**src/rtl/bp_pkg.sv**
```systemverilog
// Shared 2-bit branch-predictor definitions: counter encoding, the saturating
// counter update rule, and the sequential PC increment.
package bp_pkg;

    typedef logic [1:0] bp_state_t;

    localparam bp_state_t ST_SNT = 2'b00;
    localparam bp_state_t ST_WNT = 2'b01;
    localparam bp_state_t ST_WT  = 2'b10;
    localparam bp_state_t ST_ST  = 2'b11;

    localparam int unsigned PC_INC = 4;

    // Move one step toward the actual outcome, pinned at the strong ends.
    function automatic bp_state_t sat_update(input bp_state_t state, input logic taken);
        bp_state_t nxt;
        nxt = state;
        if (taken) begin
            if (state != ST_ST) nxt = state + 2'b01;
        end else begin
            if (state != ST_SNT) nxt = state - 2'b01;
        end
        return nxt;
    endfunction

endpackage

```
**src/rtl/sat_counter.sv**
```systemverilog
// Statistics counter that increments on inc_i and sticks at all-ones.
module sat_counter #(
    parameter int W = 32
) (
    input  logic         clk_i,
    input  logic         rst_i,
    input  logic         inc_i,
    output logic [W-1:0] cnt_o
);

    logic [W-1:0] cnt_q;
    logic [W-1:0] cnt_d;

    always_comb begin
        cnt_d = cnt_q;
        if (inc_i && (cnt_q != {W{1'b1}})) cnt_d = cnt_q + W'(1);
    end

    always_ff @(posedge clk_i) begin
        if (rst_i) cnt_q <= '0;
        else       cnt_q <= cnt_d;
    end

    assign cnt_o = cnt_q;

endmodule

```
**src/rtl/branch_resolve_unit.sv**
```systemverilog
// EX-stage branch resolution: carries ID prediction context into EX, checks it
// against the real outcome, and drives predictor update / rollback.
module branch_resolve_unit
    import bp_pkg::*;
#(
    parameter int         ADDR_W     = 32,
    parameter int         CNT_W      = 32,
    parameter logic [1:0] INIT_STATE = 2'b11
) (
    input  logic              clk_i,
    input  logic              rst_i,
    input  logic              stall_i,
    input  logic              flush_i,
    input  logic              ID_Branch_i,
    input  logic [ADDR_W-1:0] ID_pc_i,
    input  logic [ADDR_W-1:0] ID_target_i,
    input  logic [1:0]        state_i,
    input  logic              EX_taken_i,
    output logic              EX_Branch_o,
    output logic [1:0]        update_o,
    output logic              rbk_o,
    output logic [ADDR_W-1:0] rbk_addr_o,
    output logic [CNT_W-1:0]  branch_cnt_o,
    output logic [CNT_W-1:0]  mispred_cnt_o
);

    logic              valid_q;
    logic [ADDR_W-1:0] pc_q;
    logic [ADDR_W-1:0] target_q;
    bp_state_t         state_q;
    logic              pred_q;

    logic      capture;
    bp_state_t cap_state;
    bp_state_t update;
    logic      rbk;

    always_comb begin
        update = state_q;
        if (valid_q) update = sat_update(state_q, EX_taken_i);
    end

    assign rbk     = valid_q & (pred_q != EX_taken_i);
    assign capture = ID_Branch_i & ~stall_i & ~flush_i & ~rbk;
    // The predictor commits update_o only at this edge, so forward it.
    assign cap_state = valid_q ? update : bp_state_t'(state_i);

    always_ff @(posedge clk_i) begin
        if (rst_i) begin
            valid_q  <= 1'b0;
            pc_q     <= '0;
            target_q <= '0;
            state_q  <= bp_state_t'(INIT_STATE);
            pred_q   <= INIT_STATE[1];
        end else begin
            valid_q <= capture;
            if (capture) begin
                pc_q     <= ID_pc_i;
                target_q <= ID_target_i;
                state_q  <= cap_state;
                pred_q   <= cap_state[1];
            end
        end
    end

    always_comb begin
        rbk_addr_o = '0;
        if (rbk) rbk_addr_o = pred_q ? (pc_q + ADDR_W'(PC_INC)) : target_q;
    end

    assign EX_Branch_o = valid_q;
    assign update_o    = update;
    assign rbk_o       = rbk;

    sat_counter #(.W(CNT_W)) u_branch_cnt (
        .clk_i (clk_i),
        .rst_i (rst_i),
        .inc_i (valid_q),
        .cnt_o (branch_cnt_o)
    );

    sat_counter #(.W(CNT_W)) u_mispred_cnt (
        .clk_i (clk_i),
        .rst_i (rst_i),
        .inc_i (rbk),
        .cnt_o (mispred_cnt_o)
    );

endmodule

```
**config.mk**
```make
export PLATFORM = sky130hd
export DESIGN_NAME = branch_resolve_unit
export DESIGN_NICKNAME = d
export VERILOG_FILES = /design/src/rtl/bp_pkg.sv /design/src/rtl/sat_counter.sv /design/src/rtl/branch_resolve_unit.sv
export SDC_FILE = /design/constraint.sdc
export NUM_CORES = 1
export LEC_CHECK = 0
export CAP_MARGIN = 20
export CORE_MARGIN = 2
export CORE_UTILIZATION = 33
export CTS_CLUSTER_SIZE = 24
export DETAILED_ROUTE_END_ITERATION = 10
export MAX_ROUTING_LAYER = met4
export SLEW_MARGIN = 30
export SYNTH_ARGS = -nofsm -noshare
export SYNTH_HDL_FRONTEND = slang
export SYNTH_SLANG_ARGS = --single-unit
```
**constraint.sdc**
```tcl
create_clock -name clk_i -period 6.5 [get_ports clk_i]
set_input_delay 0.975 -clock clk_i [delete_from_list [all_inputs] [get_ports clk_i]]
set_output_delay 0.975 -clock clk_i [all_outputs]
set_load 0.01 [all_outputs]
```
* Word-level counts from Yosys, hierarchy flattened *
Cells that the tools add are included.

storage, ports and cells
  output and inout port bits = 100
  word-level logic and storage cells = 33
  bits of input ports = 72
  bits in registers = 132

cells by class
  add/sub/neg operators = 5
  multiplexer cells = 7
  bitwise gates (word level) = 7
  reductions and logical operators = 3
  equality and inequality tests = 4

operator list
  operator                                          number
  adder 32 x 1 -> 32 bit, second input constant     2
  two-way mux 32 bit                                2
  != test 32 bit, second input constant             2
  adder 32 x 3 -> 32 bit, second input constant     1
  two-way mux 2 bit                                 5
  AND 1 bit                                         4
  inverter 1 bit                                    3
  adder 2 x 1 -> 2 bit, second input constant       1
  logical AND 1 bit                                 2
  != test 2 bit, second input constant              1
  nonzero test 2 bit                                1
  subtractor 2 x 1 -> 2 bit, second input constant  1
  != test 1 bit                                     1

* Logic depth before layout (Yosys ltp) *
  word-level depth = 5
  mapped depth = 8
  depth with buffers taken out = 6

* Cells and area by module *
From an unflattened synthesis, not the netlist that was laid out.

unflattened totals
  cells, all modules = 874
  area total of the unflattened synthesis = 6825.3 um^2

by module, submodules not included
  module               area each (um^2)  instances  seq. area each (um^2)  cells each
  branch_resolve_unit  3477.1            1          1341.3                 476
  sat_counter          1674.1            2          640.6                  199

* Worst setup path before layout *
No wires, ideal clock.

  kind = input port to output port
  start = input port EX_taken_i
  end = output port rbk_addr_o[22]
  path buffers = 2
  stages = 7
  arrival = 2.155 ns
  required time = 5.525 ns
  slack = 3.370 ns
  path through = buf_2 -> xor2_1 -> nand2_1 -> inv_1 -> clkbuf_1 -> o21ai_0 -> a21oi_1

on the way
  longest elaborated chain between the ends = 3

ends and longest elaborated chain
  element             line                       text
  start, declared     branch_resolve_unit.sv:18  input logic EX_taken_i,
  != test 1 bit       branch_resolve_unit.sv:43  assign rbk = valid_q & (pred_q != EX_taken_i);
  AND 1 bit           branch_resolve_unit.sv:43
  named net rbk_o     branch_resolve_unit.sv:21  output logic rbk_o,
  two-way mux 32 bit  branch_resolve_unit.sv:68  if (rbk) rbk_addr_o = pred_q ? (pc_q + ADDR_W'(PC_INC)) : target_q;
  end, declared       branch_resolve_unit.sv:22  output logic [ADDR_W-1:0] rbk_addr_o,

The timed path passes the listed nets, and every way through them passes these cells.

* Worst setup path in the final report *
  start = input port EX_taken_i
  end = output port rbk_addr_o[14]

on the way
  longest elaborated chain between the ends = 3

ends and longest elaborated chain
  element             line
  != test 1 bit       branch_resolve_unit.sv:43
  AND 1 bit           branch_resolve_unit.sv:43
  two-way mux 32 bit  branch_resolve_unit.sv:68

Every way passes these cells.

==> impl_summary.md <==
Outcome
The flow ran to the end, and the final reports show no timing, DRC or antenna violations.

Timing
In the finished design, the share of the clock period the worst path needs comes to between 70% and 80%. Setup repair after global routing left no endpoint under its margin. Setup slack closes at about 1.7 ns. The headroom to the max-slew limit is between 40% and 50%. The number of hold violations in the final report came to 0. The total negative slack for setup checks is 0 ns. The worst path needs roughly 4.8 ns of the cycle, external delays included.

Derived from the worst setup path, the maximum achievable clock frequency is 0.2067 GHz. The number of setup violations in the final report is 0. On the final layout, the worst clock skew is 0.007332 ns. At the pin with the least slew margin, the transition time is 0.8942 ns. The final max-slew violation count is 0.

Floorplan
Once the floorplan was initialized, standard cells occupied 33.39% of the core. Pin placement for this block handled about 170 I/O pins. The die width is 143.9 µm. The floorplan core area is slightly below 20,000 µm². The number of standard-cell rows in the floorplan is around 50. The die area is about 21,000 µm².

From bottom edge to top edge, the die measures between 100 and 150 µm.

Worst setup path
STA puts the critical path data required time at around 5.5 ns. The logic depth of the worst register-to-register path is 6. The worst flop-to-flop path startpoint is EX_Branch_o$_SDFF_PP0_. At the worst endpoint, the arrival time is just under 4 ns. STA classifies the critical path startpoint as an input port. The class of the most critical setup path is input port to output port. In this run the worst setup path begins at EX_taken_i. Along the worst path, the maximum fanout reaches 23. The sort of element at the end of the critical path is an output port.

Power
Of the total power, registers draw roughly 41%. The combinational power share is 5.6%. The switching share of total power is about 21%. The highest ir drop seen on vdd is between 0.00015 and 0.0002 V. The internal power contribution is about 0.0016 W. The cell leakage power is 2.818 nW. Of the total power, the clock network draws between 50% and 60%.

In this run the power spent charging and discharging nets is around 0.00043 W. The power density over cell area is around 220 nW/µm².

Layout
Compared with the post-synthesis result, the final layout area differs by 39.19%. The net total in the final layout is roughly 1,100. The sequential standard cell area is around 2600 µm². The total non-filler cell area in the finished layout is between 8000 and 9000 µm². The multi-input combinational cells in the finished layout cover a total of between 3000 and 4000 µm².

Cells with a size suffix above 1 make up 5.210% of the layout. The repair_antennas step left the layout with diodes totalling 0. The number of filler cells placed in the layout is around 2,000.

Clock tree
The H-tree depth is 4. For this design, the sink count on the clock tree is between 100 and 150. The hold-fix buffer count after cts is 0. The latest clock arrival within the worst-skew pair is between 0.4 and 0.5 ns.

Post-CTS timing repair inserted 0 buffers for setup. Gates resized during post-CTS repair numbered 0. TritonCTS created 17 clock buffers.

The TritonCTS clock tree is yes. Clock-pin slew was measured on the worst setup and hold paths at 0.06 ns. The maximum buffer depth of the clock tree is 2. The cell sitting at the root of the clock tree is a sky130_fd_sc_hd__clkbuf_16.

Synth
The most used flip-flop cell after synthesis is sky130_fd_sc_hd__dfxtp_1. The cell count after synthesis came out at 845. The synthesized design contains 131 register bits. In this run, synthesis inferred 0 flip-flops with an integrated enable. The fraction of synthesis flops using an asynchronous set or reset pin is 0%. The xor/xnor cell area share of the yosys netlist is under 10%. Each instance of the synthesized netlist takes up on average between 7 and 8 µm².

The net count of the mapped netlist is just over 900. The main combinational cell family by area after synthesis is simple AND/OR/NAND/NOR gates. The synthesized netlist devotes a little under a fifth of its cell area to compound gates.

The simple-gate share of the synthesized area is a little over a quarter. The Yosys step of the flow raised 0 warnings. The netlist area before placement is approximately 6500 µm². The sequential area share after synthesis is between 40% and 50%. After Yosys synthesis, full adders, half adders and majority gates account for less than 1% of the synthesized area.

In this run, distinct cell masters in the synthesized netlist total 49. The multiplexer share of the synthesized area is 1.628%.

Drt
Dividing the detail-routed via count by the number of cells gives approximately 5.0. The initial DRC count is between 200 and 300. The count of nets left with antenna violations once routing finished came out at 0.

The count of TritonRoute iterations in the first routing pass is 4. Dividing the detail-routed wire length by the instance count gives approximately 15 µm. The routed design has roughly 18,000 µm of wire. The DRC violations left is 0. The final route contains ~6,300 vias.

Placed design
The pre-CTS setup slack is around 1.6 ns. At the end of routability-driven placement, the weighted congestion stood at roughly 0.75. The wire-length estimate of the detail-placed layout is 12,670 µm.

The total cell area at the placement stage is between 8000 and 9000 µm². Buffers placed on the I/O ports in this run total between 150 and 200.

GRT
The largest net degree at the start of global routing is just over 80. The first-pass GRT wire length is a little under 30,000 µm. The remaining global-route overflow is 0. The via count of the first global-routing pass came to about 5,700. The global-route usage over all layers is 18.22%. The number of antenna violations at the first check in global routing was 0.

Min path
The instance count along the most critical hold path is 2. The worst hold path begins at target_q[15]$_SDFFE_PP0P_. The tightest min-delay check is of the flop to flop type.

Job
The count of max-cap constraint violations is 0.
-- layout by cell type, fill, tap and decap left out, types with 10 or more instances in the layout --
cell type / synthesis / final
sky130_fd_sc_hd__clkdlybuf4s50_1: 0 / 170
sky130_fd_sc_hd__nand2_1: 163 / 162
sky130_fd_sc_hd__dfxtp_1: 131 / 130
sky130_fd_sc_hd__a21oi_1: 123 / 123
sky130_fd_sc_hd__nor2_1: 61 / 60
sky130_fd_sc_hd__o21ai_0: 40 / 40
sky130_fd_sc_hd__xnor2_1: 36 / 36
sky130_fd_sc_hd__nand3_1: 29 / 29
sky130_fd_sc_hd__or3_1: 22 / 22
sky130_fd_sc_hd__nand4_1: 19 / 19
sky130_fd_sc_hd__xor2_1: 17 / 17
sky130_fd_sc_hd__clkbuf_16: 0 / 17
sky130_fd_sc_hd__inv_1: 16 / 16
sky130_fd_sc_hd__a211oi_1: 15 / 15
sky130_fd_sc_hd__or4_1: 15 / 15
sky130_fd_sc_hd__and4_1: 14 / 14
sky130_fd_sc_hd__o31ai_1: 13 / 13
sky130_fd_sc_hd__nor3_1: 10 / 10
-- power by group through the flow --
stage / Sequential, W / Combinational [W] / Clock, W
after floorplan: 0.000844 / 0.0000539 / 0
after global routing: 0.000831 / 0.000124 / 0.00113
after detailed placement: 0.000847 / 0.000114 / 0
after CTS: 0.000829 / 0.000115 / 0.00110
after global placement: 0.000847 / 0.000113 / 0
final: 0.000830 / 0.000113 / 0.00107
-- registers in the layout, summed over array words and instances (netlist names) --
| name | count |
|---|---|
| target_q | 32 |
| pc_q | 32 |
| u_mispred_cnt.cnt_o | 32 |
| u_branch_cnt.cnt_o | 32 |
| state_q | 2 |
| EX_Branch_o | 1 |
-- logic make-up after synthesis --
group	after synthesis
DFF	131
adders and majority gates	3
buffers and inverters	71
muxes	10
xor gates and xnor gates	53
and+or+nand+nor	366
AOI/OAI and AO/OA	211
-- metal layers --
layer / routed length, µm / track usage (%)
met1: 8721 / 23.72
met2: 8705 / 28.55
met3: 752 / 3.166
met4: 300 / 6.398
met5: 0 / -
-- through the flow --
step,total power (W),hold WS (ns),util (%),instances
4_1_cts,0.002041,0.4536,46.47,1263
3_5_place_dp,0.0009610,0.4455,43.06,1231
3_3_place_gp,0.0009605,0.4409,43.06,1231
2_1_floorplan,0.0008974,0.4328,-,845
6_report,0.002012,0.4517,46.47,1263
5_1_grt,0.002087,0.4699,46.47,1263
-- cells in the mapped netlist, types with 2 or more instances --
cell                        number  area, µm²
sky130_fd_sc_hd__or3_1          22      137.6
sky130_fd_sc_hd__o211ai_1        2      15.01
sky130_fd_sc_hd__a31o_2          2      17.52
sky130_fd_sc_hd__ha_1            3      37.54
sky130_fd_sc_hd__inv_1          16      60.06
sky130_fd_sc_hd__nand4_1        19      118.9
sky130_fd_sc_hd__mux2_2          4      45.04
sky130_fd_sc_hd__and2_1          4      25.02
sky130_fd_sc_hd__nor4_1          6      37.54
sky130_fd_sc_hd__nand3_1        29      145.1
sky130_fd_sc_hd__o31ai_1        13      97.59
sky130_fd_sc_hd__nand2_1       163      611.8
sky130_fd_sc_hd__a211oi_1       15      112.6
sky130_fd_sc_hd__a21o_1          2      15.01
sky130_fd_sc_hd__o21ai_0        40      200.2
sky130_fd_sc_hd__nor2_1         61      229.0
sky130_fd_sc_hd__a311oi_1        2      17.52
sky130_fd_sc_hd__buf_2           4      20.02
sky130_fd_sc_hd__nor3b_1         2      15.01
sky130_fd_sc_hd__a31oi_1         2      12.51
sky130_fd_sc_hd__a21oi_1       123      615.6
sky130_fd_sc_hd__xnor2_1        36      315.3
sky130_fd_sc_hd__xor2_1         17      148.9
sky130_fd_sc_hd__buf_1           2      7.510
sky130_fd_sc_hd__dfxtp_1       131       2623
sky130_fd_sc_hd__mux2i_1         6      60.06
sky130_fd_sc_hd__nor4b_1         2      17.52
sky130_fd_sc_hd__nand2b_1        2      12.51
sky130_fd_sc_hd__a2111oi_0       3      26.28
sky130_fd_sc_hd__nor3_1         10      50.05
sky130_fd_sc_hd__and3_1          6      37.54
sky130_fd_sc_hd__or4_1          15      112.6
sky130_fd_sc_hd__nor2b_1         5      31.28
sky130_fd_sc_hd__and4_1         14      122.6
sky130_fd_sc_hd__clkbuf_1       48      180.2
-- final timing paths --
kind | end | slack [ns]
worst max-delay path | rbk_addr_o[14] | 1.66
worst max register to register | target_q[8]$_SDFFE_PP0P_ | 3.67
worst min-delay path | target_q[15]$_SDFFE_PP0P_ | 0.45
worst min register to register | target_q[15]$_SDFFE_PP0P_ | 0.45
-- final cells by class --
class | count | share of cell area, %
clock inverters | 12 | 2.256
multi-input cells | 643 | 39.66
repair buffers | 176 | 19.44
well taps | 265 | 3.690
flip-flops and latches | 131 | 29.20
inverters | 16 | 0.6684
clock buffers | 20 | 5.083
-- critical path, stage by stage --
cell and delay (ns):
sky130_fd_sc_hd__clkdlybuf4s50_1 0.61, sky130_fd_sc_hd__xor2_1 0.21, sky130_fd_sc_hd__nand2_1 0.41, sky130_fd_sc_hd__inv_1 0.71, sky130_fd_sc_hd__o21ai_0 0.20, sky130_fd_sc_hd__a21oi_1 0.17
sky130_fd_sc_hd__clkdlybuf4s50_1 0.57
(Power assumes the default switching activity.)
